## src/rtl/kw_match_engine.sv

```systemverilog
// kw_match_engine: run-time keyword table with a 2-stage token compare.
// Define KWM_RUN_EN to add the consecutive-hit run detector on out_run.
module kw_match_engine #(
    parameter int         DW       = 8,
    parameter int         NK       = 8,
    parameter int         IW       = 3,
    parameter int         CW       = 16,
    parameter logic [7:0] CODE_HIT = 8'd127,
    parameter int         KEY_A    = 7,
    parameter logic [7:0] CODE_A   = 8'd63,
    parameter int         KEY_B    = 9,
    parameter logic [7:0] CODE_B   = 8'd191,
    parameter int         RUN_LEN  = 3
) (
    input  logic          clk,
    input  logic          reset,
    input  logic          kw_we,
    input  logic [IW-1:0] kw_addr,
    input  logic [DW-1:0] kw_data,
    input  logic          kw_clr,
    input  logic          in_valid,
    input  logic [DW-1:0] in_data,
    output logic          out_valid,
    output logic [7:0]    out_code,
    output logic          out_hit,
    output logic [IW-1:0] out_idx,
    output logic [CW-1:0] hit_cnt,
    output logic          out_run
);

    logic [NK-1:0][DW-1:0] key_q;
    logic [NK-1:0]         vld_q;
    logic [NK-1:0]         m_d, m_q;
    logic                  a_q, b_q, v1_q;
    logic [IW-1:0]         idx_d;
    logic                  hit_d;
    logic [7:0]            code_d;
    logic                  out_valid_q, out_hit_q;
    logic [7:0]            out_code_q;
    logic [IW-1:0]         out_idx_q;
    logic [CW-1:0]         cnt_q;

    // Addresses >= NK match no entry, so such writes fall away.
    always_ff @(posedge clk or negedge reset) begin
        if (!reset) begin
            key_q <= '0;
            vld_q <= '0;
        end else if (kw_clr) begin
            vld_q <= '0;
        end else if (kw_we) begin
            for (int i = 0; i < NK; i++) begin
                if (kw_addr == IW'(i)) begin
                    key_q[i] <= kw_data;
                    vld_q[i] <= 1'b1;
                end
            end
        end
    end

    always_comb begin
        m_d = '0;
        for (int i = 0; i < NK; i++)
            m_d[i] = vld_q[i] && (key_q[i] == in_data);
    end

    always_ff @(posedge clk or negedge reset) begin
        if (!reset) begin
            m_q  <= '0;
            a_q  <= 1'b0;
            b_q  <= 1'b0;
            v1_q <= 1'b0;
        end else begin
            v1_q <= in_valid;
            if (in_valid) begin
                m_q <= m_d;
                a_q <= (in_data == DW'(KEY_A));
                b_q <= (in_data == DW'(KEY_B));
            end
        end
    end

    always_comb begin
        idx_d = '0;
        for (int i = NK - 1; i >= 0; i--)
            if (m_q[i]) idx_d = IW'(i);
    end

    assign hit_d = |m_q;

    always_comb begin
        code_d = 8'd0;
        if (hit_d)    code_d = CODE_HIT;
        else if (a_q) code_d = CODE_A;
        else if (b_q) code_d = CODE_B;
    end

    always_ff @(posedge clk or negedge reset) begin
        if (!reset) begin
            out_valid_q <= 1'b0;
            out_hit_q   <= 1'b0;
            out_code_q  <= '0;
            out_idx_q   <= '0;
            cnt_q       <= '0;
        end else begin
            out_valid_q <= v1_q;
            if (v1_q) begin
                out_hit_q  <= hit_d;
                out_code_q <= code_d;
                out_idx_q  <= idx_d;
                if (hit_d && cnt_q != '1)
                    cnt_q <= cnt_q + CW'(1);
            end
        end
    end

    assign out_valid = out_valid_q;
    assign out_hit   = out_hit_q;
    assign out_code  = out_code_q;
    assign out_idx   = out_idx_q;
    assign hit_cnt   = cnt_q;

`ifdef KWM_RUN_EN
    localparam int RW = $clog2(RUN_LEN + 1);

    typedef enum logic {IDLE, COUNT} run_st_e;

    run_st_e       st_q;
    logic [RW-1:0] run_q;
    logic [RW-1:0] run_nx;
    logic          run_out_q;

    assign run_nx = (st_q == IDLE) ? RW'(1) : run_q + RW'(1);

    always_ff @(posedge clk or negedge reset) begin
        if (!reset) begin
            st_q      <= IDLE;
            run_q     <= '0;
            run_out_q <= 1'b0;
        end else begin
            run_out_q <= 1'b0;
            if (v1_q) begin
                if (!hit_d) begin
                    st_q  <= IDLE;
                    run_q <= '0;
                end else if (run_nx == RW'(RUN_LEN)) begin
                    run_out_q <= 1'b1;
                    st_q      <= IDLE;
                    run_q     <= '0;
                end else begin
                    st_q  <= COUNT;
                    run_q <= run_nx;
                end
            end
        end
    end

    assign out_run = run_out_q;
`else
    logic unused_run;
    assign unused_run = |RUN_LEN;
    assign out_run    = 1'b0;
`endif

endmodule
```

## config.mk

```make
export PLATFORM = sky130hd
export DESIGN_NAME = kw_match_engine
export DESIGN_NICKNAME = d
export VERILOG_FILES = /design/src/rtl/kw_match_engine.sv
export SDC_FILE = /design/constraint.sdc
export NUM_CORES = 1
export LEC_CHECK = 0
export ABC_AREA = 1
export CAP_MARGIN = 10
export CORE_MARGIN = 1.5
export CORE_UTILIZATION = 57
export DETAILED_ROUTE_END_ITERATION = 16
export HOLD_SLACK_MARGIN = 0.15
export PLACE_DENSITY_LB_ADDON = 0.12
export SLEW_MARGIN = 20
export SYNTH_ARGS = -nofsm -noshare
export SYNTH_HDL_FRONTEND = slang
export SYNTH_SLANG_ARGS = --single-unit
```

## constraint.sdc

```tcl
create_clock -name clk -period 2.2 [get_ports clk]
set_clock_uncertainty 0.1 [all_clocks]
set_input_delay 0.44 -clock clk [delete_from_list [all_inputs] [get_ports clk]]
set_output_delay 0.44 -clock clk [all_outputs]
set_load 0.02 [all_outputs]
```

; ---- Yosys cells after proc, flatten, opt, wreduce, memory -nomap -nowiden
; Cells that the tools add are included.
[word_totals]
regBits = 112
output_inout_bits = 30
word_cells = 103
in_bits = 24
[classes]
muxes = 21
bitwise = 1
n_eq_ne = 18
add_sub_neg = 1
n_reduce_logical = 37
[ops]
columns = operator, count
row1 = $eq 8x8->1, 8
row2 = $mux 8, 5
row3 = $mux 3, 8
row4 = $reduce_and 3->1, 8
row5 = $reduce_and 2->1, 9
row6 = $reduce_bool 2->1, 9
row7 = $add 16x1->16 const B, 1
row8 = $ne 16x16->1 const B, 1
row9 = $eq 3x3->1 const B, 4
row10 = $logic_and 1x1->1, 9
row11 = $eq 8x3->1 const B, 1
row12 = $eq 8x4->1 const B, 1
row13 = $mux 1, 8
row14 = $reduce_or 8->1, 1
row15 = $eq 3x2->1 const B, 2
row16 = $eq 3x1->1 const B, 1
row17 = $logic_not 3->1, 1
row18 = $not 1->1, 1

; ---- Logic depth before layout (Yosys ltp)
; Gate-level depths: netlist of the first run.
[logic_depth]
word_depth = 8
ltp_mapped = 9
depth_no_buf = 8

; ---- Worst setup path after synthesis of the first run
; No wires, ideal clock.
[synth_path]
path_type = reg-to-reg
from = register cnt_q[0], in the netlist hit_cnt[0]
to = register cnt_q[0], in the netlist hit_cnt[0]
path_buffers = 1
t_arrival_ns = 1.529
path_stages_with_launch = 10
setup_time_ns = 0.117
required_ns = 1.983
synth_period_minus_slack_ns = 1.746
setup_slack_ns = 0.454
path_cell_list = dfrtp_1 -> ha_1 -> nand3_1 -> clkinv_1 -> nand3_2 -> nor2_1 -> nor2_2 -> buf_4 -> nand2_1 -> nand2_1
[synth_via]
elab_chain_cells = 3
word_cells_on_any_way = 4
classes_between = add/sub (1) / eq/ne (1) / reduce/logical (2)
[synth_lines]
columns = item, line_no
row1 = from (decl), 41  ; logic [CW-1:0] cnt_q;
row2 = from (signal assigned), 111  ; cnt_q <= cnt_q + CW'(1);
row3 = branches (longest 3 deep; another with $add 16x1->16), -
; Several ways; the timed one is not identified.
; A chain may end at the register's enable or synchronous reset.

; ---- Worst setup path in the final report of the first run
[layout_path]
from = register cnt_q[0], in the netlist hit_cnt[0]
to = output hit_cnt[0]
[layout_lines]
columns = item, line_no
row1 = to (decl), 27  ; output logic [CW-1:0] hit_cnt,
; No word-level cell between the ends.

==> metrics list, run 1 <==
- Clock tree from TritonCTS: built
- Max-cap violations in this run came to 0.
* Cell taking the most area after synthesis: sky130_fd_sc_hd__dfrtp_1
- Clk_lat worst skew: 0.38 ns
- The path class of the tightest hold or removal check is reg -> reg.
- The number of antenna violations at the first check in global routing is 0.
- Post-route ant nets: 0
- Setup repair after global routing missed its margin: false
* Final period utilization: 94.1%
- The first global-routing pass estimated 20600 um of wire.
* Bufs on Longest Clock Path: 2
- For this run, the top clock speed supported by timing is 483 MHz.
- By startpoint and endpoint, the worst setup path is classified as reg -> out.
- Final core area utilization: 68.2%
- Sequential share of the synthesized area: 49.7%
* Number of warning messages in the yosys log: 0
- The worst path needs 2.07 ns of the cycle, external delays included.
* Critical Path Sink Type: output pin
- TritonCTS Buffers: 9
- Number of top-level design ports: 54
- The kind of cell with the highest combined delay along the critical path is buffers and inverters.
* Total count of max-transition violations in the final report: 0
- In the synthesized netlist the dominant register cell turns out to be sky130_fd_sc_hd__dfrtp_1.
- Number of nets in the layout: 757
- Clock-pin slew was measured on the worst setup and hold paths at 0.10 ns.
- DPL Wire Length: 9070 um
- WP data arrival: 1.53 ns
- CTS saw 106 sinks.
- Weighted congestion at the end of routability-driven global placement: 0.895
- Yosys mapped a number of flops with a built-in enable equal to 0.
- Post-synthesis register bit count: 106
- Number of global-route vias before repair: 4240
- The signal on the critical path passes through clkdlybuf4s50_1.
- Floorplan core area: 0.00915 mm2
- VDD sags by at most 513 uV.
- Starting DRT DRC Count: 257
* Status: finished, final reports clean
- The routed layout has 4582 vias.
* DR DRC count: 0
- Fraction of layout cells with a size suffix above 1: 7.60%
- The startpoint identified for the worst hold timing path is v1_q$_DFF_PN0_.
* Cell at the root of the clock tree: sky130_fd_sc_hd__clkbuf_8
- The clock tree synthesis step divided the H-tree into 3 levels.
* Critical R2R Launch: hit_cnt[0]$_DFFE_PN0P_
- In this run the static leakage power is 2.92 nW.
- After synthesis the cells add up to 0.00534 mm2.
- Of all flip-flops after synthesis, the portion carrying an async set or reset was 100%.
- Summed over all layers, the routed wires come to 12300 um.
* Relative area change from synthesis to final layout: 16.9%
- Syn_nets: 702
- Dividing the synthesized area by the synthesized cell count gives 7.89 um2.
- Vias per inst: 5.40
- Setup violations remaining at the end of the flow were counted as 0.
- The die covers 0.00996 mm2.
* Number of cell rows: 35
- Final Hold Vio Count: 0
- Largest net degree at the start of global routing: 36
- After the flow finishes, the layout carries non-filler instances totaling 848.
* Y dimension of the die: 99.8 um
- Startpoint kind of the worst setup timing path: flip-flop
- Number of antenna diodes: 0
* Library cell contributing the largest single delay on the critical path: sky130_fd_sc_hd__clkdlybuf4s50_1
- Routed wire length per instance: 14.5 um
- Placed Instances: 831
* Data required time at the worst endpoint: 1.66 ns
- In this run the worst setup path begins at hit_cnt[0]$_DFFE_PN0P_.
* Number of I/O port buffers: 52
- Top fanout value on the critical path: 7
* Effective utilization at floorplan: 58.3%
- Final Worst Setup Slack: 0.129 ns
- Before antenna repair, the detailed router went through 5 iterations.
* Post-Place Worst Slack: 0.0600 ns
* Cell count after synthesis: 677
- In this design, the stage delay of the slowest critical-path cell is 0.65 ns.
- Width of the die: 99.8 um
* Ratio of total power to cell area: 737 mW/mm2
- Counting distinct cell types in the post-synthesis netlist gives 33.
- Top area cells in the synthesized netlist: sky130_fd_sc_hd__dfrtp_1 50%, sky130_fd_sc_hd__nand2_1 16%, sky130_fd_sc_hd__o21ai_0 8.1%, sky130_fd_sc_hd__nor2_1 4.1%, sky130_fd_sc_hd__inv_1 3.9%
- Critical path buffer and inverter count: 1
* Final hold slack: 0.360 ns
- Global Route Usage Sum: 26.5%
- Gates resized during post-CTS repair numbered 0.
- Summed over all failing endpoints, the final setup total negative slack is 0 ns.
* Post-synth top area share: 49.7%
- For this run the aggregate overflow at the end of global routing stands at 0.
## synth_stat cells (6+ instances only)
master / count
sky130_fd_sc_hd__nand2_1: 226
sky130_fd_sc_hd__dfrtp_1: 106
sky130_fd_sc_hd__o21ai_0: 86
sky130_fd_sc_hd__nor2_1: 58
sky130_fd_sc_hd__inv_1: 55
sky130_fd_sc_hd__xnor2_1: 22
sky130_fd_sc_hd__nand3_1: 20
sky130_fd_sc_hd__or2_2: 14
sky130_fd_sc_hd__nand4_1: 12
sky130_fd_sc_hd__a21oi_1: 10
sky130_fd_sc_hd__buf_4: 9
sky130_fd_sc_hd__xor2_1: 9
sky130_fd_sc_hd__buf_2: 6
sky130_fd_sc_hd__clkbuf_2: 6
## final cells by class
type                            instances  area, um2
Tap cell                              111        139
Timing Repair Buffer                   71        701
Multi-Input combinational cell        488       2310
Sequential cell                       106       2650
Inverter                               56        210
Clock inverter                          5       85.1
Clock buffer                           11        141
Fill cell                             767       2910
## logic make-up (layout without fill, tap and decap cells)
family / Yosys count / after routing / synth area share, %
flip-flops: 106 / 106 / 49.7
adder cells (fa/ha/maj): 1 / 1 / 0.234
AND/OR/NAND/NOR: 347 / 347 / 27.4
other: 1 / 1 / 0.0702
XOR/XNOR: 31 / 31 / 5.09
AO/OA/AOI/OAI: 108 / 108 / 10.5
buffers and inverters: 83 / 143 / 7.03
## flip-flops by register name, indices dropped and copies added (netlist names)
signal / count
vld_q: 8
out_valid: 1
a_q: 1
m_q: 8
v1_q: 1
out_code: 3
hit_cnt: 16
key_q: 64
b_q: 1
out_idx: 3
## metrics by stage
stage                     instance area, um2  total power [mW]
after global routing                    6240              4.86
after global placement                  6000              3.24
after CTS                               6240              4.62
after floorplan                         5340              2.97
final                                   6240              4.60
after detailed placement                6000              3.28
## routing by layer
layer	vias to the layer above	global-route usage [%]	wire length, um	part of all wire [%]
li1	2253	-	-	-
met1	2142	34.5	5260	43
met2	166	45.4	6160	50
met3	21	4.67	642	5.2
met4	0	8.45	228	1.9
met5	-	0	0	0
## path summary, 6_finish.rpt
path | endpoint | slack (ns) | cells after the start
max in group asynchronous | key_q[36]$_DFFE_PN0P_ | 0.92 | 3
worst min-delay path | out_valid$_DFF_PN0_ | 0.36 | 0
worst max register to register | hit_cnt[1]$_DFFE_PN0P_ | 0.34 | 9
worst min register to register | out_valid$_DFF_PN0_ | 0.36 | 0
min in group asynchronous | m_q[5]$_DFFE_PN0P_ | 0.46 | 2
worst max-delay path | hit_cnt[0] | 0.13 | 1
## report_power, final
part	switching [mW]	internal [mW]
Sequential	0.218	2.21
Combinational	0.437	0.380
Clock	0.670	0.681
## repair_timing
item | 4_1_cts | 5_1_grt
setup buffers | 0 | 0
endpoints found under the hold margin | 32 | 0
hold buffers | 1 | 0
## cell usage in the layout (no fill, tap or decap), drive strengths merged
| cell | instances |
|---|---|
| or2 | 14 |
| o22ai | 2 |
| xnor2 | 22 |
| ha | 1 |
| clkdlybuf4s50 | 51 |
| o21ai | 91 |
| a31oi | 1 |
| nand3 | 24 |
| buf | 19 |
| dfrtp | 106 |
| clkinv | 1 |
| nor3b | 1 |
| clkbuf | 11 |
| o21bai | 1 |
| nand4 | 12 |
| bufinv | 2 |
| conb | 1 |
| inv | 57 |
| o211ai | 3 |
| nand3b | 3 |
| xor2 | 9 |
| nor4 | 2 |
| nor2 | 60 |
| nor3 | 5 |
| a21oi | 10 |
| nand2 | 226 |
| clkinvlp | 1 |
| dlygate4sd3 | 1 |
No activity file was read; power rests on OpenSTA's default activity.
==> inputs of run 2 (changes only) <==
--- a/config.mk
+++ b/config.mk
@@ -6,6 +6,7 @@
 export NUM_CORES = 1
 export LEC_CHECK = 0
 export ABC_AREA = 1
+export ABC_CLOCK_PERIOD_IN_PS = 2200
 export CAP_MARGIN = 10
 export CORE_MARGIN = 1.5
 export CORE_UTILIZATION = 57
==> results of run 2 <==
No change in the layout: final DEF, timing and power equal those of run 1.
